$ cat src/rtl/range_framer.sv
// Frames a stream of samples for the RangeFinder: opens on start, marks the first
// and last sample with go/finish, and handles aborts and illegal lengths.
module range_framer #(
  parameter int WIDTH = 8,
  parameter int LEN_W = 8
) (
  input  logic             clk,
  input  logic             rst_n,
  input  logic             start,
  input  logic [LEN_W-1:0] frame_len,
  input  logic             abort,
  input  logic [WIDTH-1:0] sample_in,
  input  logic             sample_valid,
  output logic [WIDTH-1:0] data_out,
  output logic             go,
  output logic             finish,
  output logic             busy,
  output logic             done,
  output logic             err,
  output logic [1:0]       state_dbg
);

  typedef enum logic [1:0] {
    S_IDLE  = 2'd0,
    S_ARMED = 2'd1,
    S_RUN   = 2'd2,
    S_CLOSE = 2'd3
  } state_t;

  state_t           state, state_nxt;
  logic [LEN_W-1:0] len_q;
  logic [LEN_W-1:0] count;
  logic             len_ok;
  logic             last_hit;

  logic load_len, set_err, clr_err, capture;
  logic go_set, fin_set, done_set, cnt_load, cnt_inc;

  // A one-sample frame would need go and finish together, which downstream rejects.
  assign len_ok   = (frame_len >= LEN_W'(2));
  assign last_hit = (count == (len_q - LEN_W'(1)));

  always_ff @(posedge clk) begin
    if (!rst_n) state <= S_IDLE;
    else        state <= state_nxt;
  end

  always_comb begin
    state_nxt = state;
    case (state)
      S_IDLE:  if (start && len_ok) state_nxt = S_ARMED;
      S_ARMED: begin
        if (abort)             state_nxt = S_IDLE;
        else if (sample_valid) state_nxt = S_RUN;
      end
      S_RUN: begin
        if (abort)                         state_nxt = S_IDLE;
        else if (sample_valid && last_hit) state_nxt = S_CLOSE;
      end
      S_CLOSE: state_nxt = S_IDLE;
      default: state_nxt = S_IDLE;
    endcase
  end

  always_comb begin
    busy      = 1'b0;
    load_len  = 1'b0;
    set_err   = 1'b0;
    clr_err   = 1'b0;
    capture   = 1'b0;
    go_set    = 1'b0;
    fin_set   = 1'b0;
    done_set  = 1'b0;
    cnt_load  = 1'b0;
    cnt_inc   = 1'b0;
    state_dbg = state;
    case (state)
      S_IDLE: begin
        if (start) begin
          if (len_ok) begin
            load_len = 1'b1;
            clr_err  = 1'b1;
          end else begin
            set_err = 1'b1;
          end
        end
      end
      S_ARMED: begin
        busy = 1'b1;
        if (abort) begin
          set_err = 1'b1;
        end else if (sample_valid) begin
          capture  = 1'b1;
          go_set   = 1'b1;
          cnt_load = 1'b1;
        end
      end
      S_RUN: begin
        busy = 1'b1;
        // Abort wins over a coincident sample, even the final one.
        if (abort) begin
          set_err = 1'b1;
          fin_set = 1'b1;
        end else if (sample_valid) begin
          capture = 1'b1;
          cnt_inc = 1'b1;
          fin_set = last_hit;
        end
      end
      S_CLOSE: done_set = 1'b1;
      default: ;
    endcase
  end

  always_ff @(posedge clk) begin
    if (!rst_n) begin
      data_out <= '0;
      go       <= 1'b0;
      finish   <= 1'b0;
      done     <= 1'b0;
      err      <= 1'b0;
      len_q    <= '0;
      count    <= '0;
    end else begin
      go     <= go_set;
      finish <= fin_set;
      done   <= done_set;
      if (load_len) len_q <= frame_len;
      if (clr_err)      err <= 1'b0;
      else if (set_err) err <= 1'b1;
      if (capture) data_out <= sample_in;
      if (cnt_load)                       count <= LEN_W'(1);
      else if (cnt_inc && count != len_q) count <= count + LEN_W'(1);
    end
  end

endmodule

$ cat config.mk
export PLATFORM = sky130hd
export DESIGN_NAME = range_framer
export DESIGN_NICKNAME = d
export VERILOG_FILES = /design/src/rtl/range_framer.sv
export SDC_FILE = /design/constraint.sdc
export NUM_CORES = 1
export LEC_CHECK = 0
export CAP_MARGIN = 20
export CORE_MARGIN = 2
export CORE_UTILIZATION = 60
export DETAILED_ROUTE_END_ITERATION = 6
export DONT_BUFFER_PORTS = 1
export PLACE_DENSITY = 0.76
export SYNTH_ARGS = -nofsm -noshare
export SYNTH_HDL_FRONTEND = slang
export SYNTH_SLANG_ARGS = --single-unit
$ cat constraint.sdc
create_clock -name clk -period 2.5 [get_ports clk]
set_clock_uncertainty 0.1 [all_clocks]
set_input_delay 0.375 -clock clk [delete_from_list [all_inputs] [get_ports clk]]
set_output_delay 0.375 -clock clk [all_outputs]
set_load 0.02 [all_outputs]
==> impl_metrics.toml <==
[status]
status = "completed"

[floorplanning]
dieArea_um2 = 2980
coreArea_um2 = 2450
row_count = 18
die_h_um = 54.6
start_util = 0.626
die_w_um = 54.6
pin_count = 36

[global_routing]
grt_usage = 0.222
overflow = 0
grt_pass1_vias = 1054
use_met2 = 0.325
antenna_found_initial = 0
groute.layer.met1.usage = 0.284
grt_max_degree = 19
grt_pass1_wl_mm = 4.51
grt_use_met3 = 0.0929
top_usage_layer = "met2"

[worst_hold_path]
holdPathStages = 1
hold_end = "state_dbg[0]"
hp-class = "in2reg"
hold_start = "rst_n"

[route]
avgRoutedWirePerCell_um = 15.3
route.detailed.drc = 0
drtAntennaViolNets = 0
drt_iter0_drc = 27
dr.pass1.iters = 4
vias = 1175
via_per_inst = 5.82
finalWirelength_mm = 3.09

[timing]
slew-limit-headroom = 0.616
rsz0062_at_grt = "no"
final-max-slew-violation-count = 0
final_hold_viol_count = 0
tns_ns = 0
period_needed_ns = 2.16
setup_viol = 0
finalCritPeriodShare = 0.864
max_freq_mhz = 463
worst_pin_slew_ns = 0.576

[yosys]
synth_xor_area_frac = 0.113
synthAdderAreaFrac = 0.0570
synth_top_family_by_area = "simple AND/OR/NAND/NOR gates"
ys_seq_elements = 30
synth-simple-area-share = 0.219
synth_compound_area_frac = 0.0732
ys.flop_type = "dfxtp_1"
synthCells = 167
synth_edf_count = 0
syn_area_um2 = 1540
muxShareOfSynthArea = 0.117
yosys.cell_types.count = 36
ys_warn_count = 0
syn_area_per_cell_um2 = 9.21
syn-num-nets = 195
seq_area_frac_synth = 0.391
synthArstFlopShare = 0

[critical_path]
crit_arrival_ns = 2.29
required_ns = 2.63
r2r_cells = 5
cp.buffers_inverters = 1
rr_endpoint = "data_out[5]"
startpoint = "state_dbg[0]"
r2r_setup_slack_ns = 0.34
path_max_fanout = 8
path_delay_family = "flip-flops"
cp-start-kind = "register"
cp-end-kind = "register"
r2r_start = "state_dbg[0]"
critical_path.cell_chain = "inv_1 -> ha_1 -> nand3b_1 -> mux2i_1 -> nor2_1"
critical_path_class = "reg2reg"
slowest_delay_ns = 0.52
crit_slowest_cell = "dfxtp_1"

[placed_design]
routabilityCongestion = 0.932
io_buffers = 0
dp_hpwl_mm = 2.32
postPlaceCellArea_um2 = 1560

[cells_and_area]
nNetsFinal = 199
area_delta_synth_final_pct = 5.78
finalInstanceArea_um2 = 1630
diodes = 0
layout-drive-gt1-share = 0.0872

[clock_network]
numCtsBuffers = 5
clock_sinks = 30
clock_latency_ns = 0.33
cts_setup_buffers = 0
cts_resized = 0
cts-htree-levels = 2
cts_buffer_depth = 2
cts_tree = "built"
clkTransAtPathRegs_ns = 0.10
holdBufCountCts = 0
root_buffer = "clkbuf_4"

[power_and_ir_drop]
ir_worst_vdd_uv = 621
leakage_nw = 0.718
p_per_area_nw_per_um2 = 629

[flow_run]
maxCapViolations = 0
worst register-to-register path: stages (launching register included):
cell      delay (ns)
dfxtp_1         0.52
inv_1           0.14
ha_1            0.46
nand3b_1        0.45
mux2i_1         0.31
nor2_1          0.06
logic make-up after synthesis:
kind of cell               Yosys count
AOI/OAI and AO/OA                   15
xor gates and xnor gates            19
adders and majority gates            7
buffers and inverters               10
DFF                                 30
muxes                               18
and+or+nand+nor                     68
power by group:
group	leakage, nW	switching, mW	internal [mW]
Combinational	0.440	0.101	0.0801
Clock	0.0343	0.168	0.135
Sequential	0.244	0.0396	0.500
synthesized netlist by cell type, types with 2 or more instances:
library cell	instances	area (um2)
nor2_1	30	113
nand3b_1	2	15.0
and2_1	2	12.5
inv_1	4	15.0
or4_1	2	15.0
clkbuf_1	3	11.3
dfxtp_1	30	601
nand4_1	5	31.3
nand2_1	10	37.5
o21ai_0	3	15.0
nor3_1	3	15.0
nor4b_1	2	17.5
o211a_1	3	30.0
ha_1	7	87.6
and3_1	3	18.8
mux2i_1	18	180
nor4_1	3	18.8
xnor2_1	7	61.3
xor2_1	11	96.3
a21oi_1	3	15.0
flip-flops by register name (all words and copies together), names as in the netlist:
name       flops
data_out       8
go             1
err            1
done           1
count          8
finish         1
len_q          8
state_dbg      2
how the worst max path moves through the flow:
stage / to / slack [ns] / depth (start not counted)
after global placement: count[7] / 0.44 / 8
after floorplan: data_out[0] / 0.51 / 6
after global routing: data_out[5] / 0.21 / 5
after CTS: data_out[5] / 0.36 / 5
final: data_out[5] / 0.34 / 5
after detailed placement: data_out[5] / 0.37 / 5
layer usage:
layer	up-vias	part of all wire
met5	-	0
met4	0	0.023
met3	9	0.069
met2	42	0.45
met1	540	0.45
li1	584	-
metrics by stage:
stage,hold WS (ns),total power [mW],std cells,setup slack (ns),utilization
2_1_floorplan,0.382,0.698,167,0.514,-
3_3_place_gp,0.400,0.723,194,0.437,0.637
3_5_place_dp,0.410,0.731,194,0.373,0.637
4_1_cts,0.0605,1.03,202,0.356,0.663
5_1_grt,0.0475,1.07,202,0.215,0.663
6_report,0.0598,1.02,202,0.339,0.663
layout make-up:
type                            instances  area [um2]
Multi-Input combinational cell        127         891
Timing Repair Buffer                    2        15.0
Fill cell                             201         828
Tap cell                               30        37.5
Sequential cell                        30         601
Clock inverter                          2        12.5
Clock buffer                            6        51.3
Inverter                                5        18.8
layout by cell type, fill, tap and decap left out, types with 2 or more instances in the layout:
| cell | count |
|---|---|
| and3_1 | 3 |
| nor4_1 | 3 |
| mux2i_1 | 18 |
| ha_1 | 7 |
| o211a_1 | 3 |
| clkbuf_4 | 5 |
| nor4b_1 | 2 |
| nand3b_1 | 2 |
| nand2_1 | 10 |
| o21ai_0 | 3 |
| xor2_1 | 11 |
| a21oi_1 | 3 |
| nor2_1 | 30 |
| or4_1 | 2 |
| buf_4 | 2 |
| xnor2_1 | 7 |
| dfxtp_1 | 30 |
| inv_1 | 4 |
| nor3_1 | 3 |
| nand4_1 | 5 |
| and2_1 | 2 |
Power figures use the tool's default switching activity.
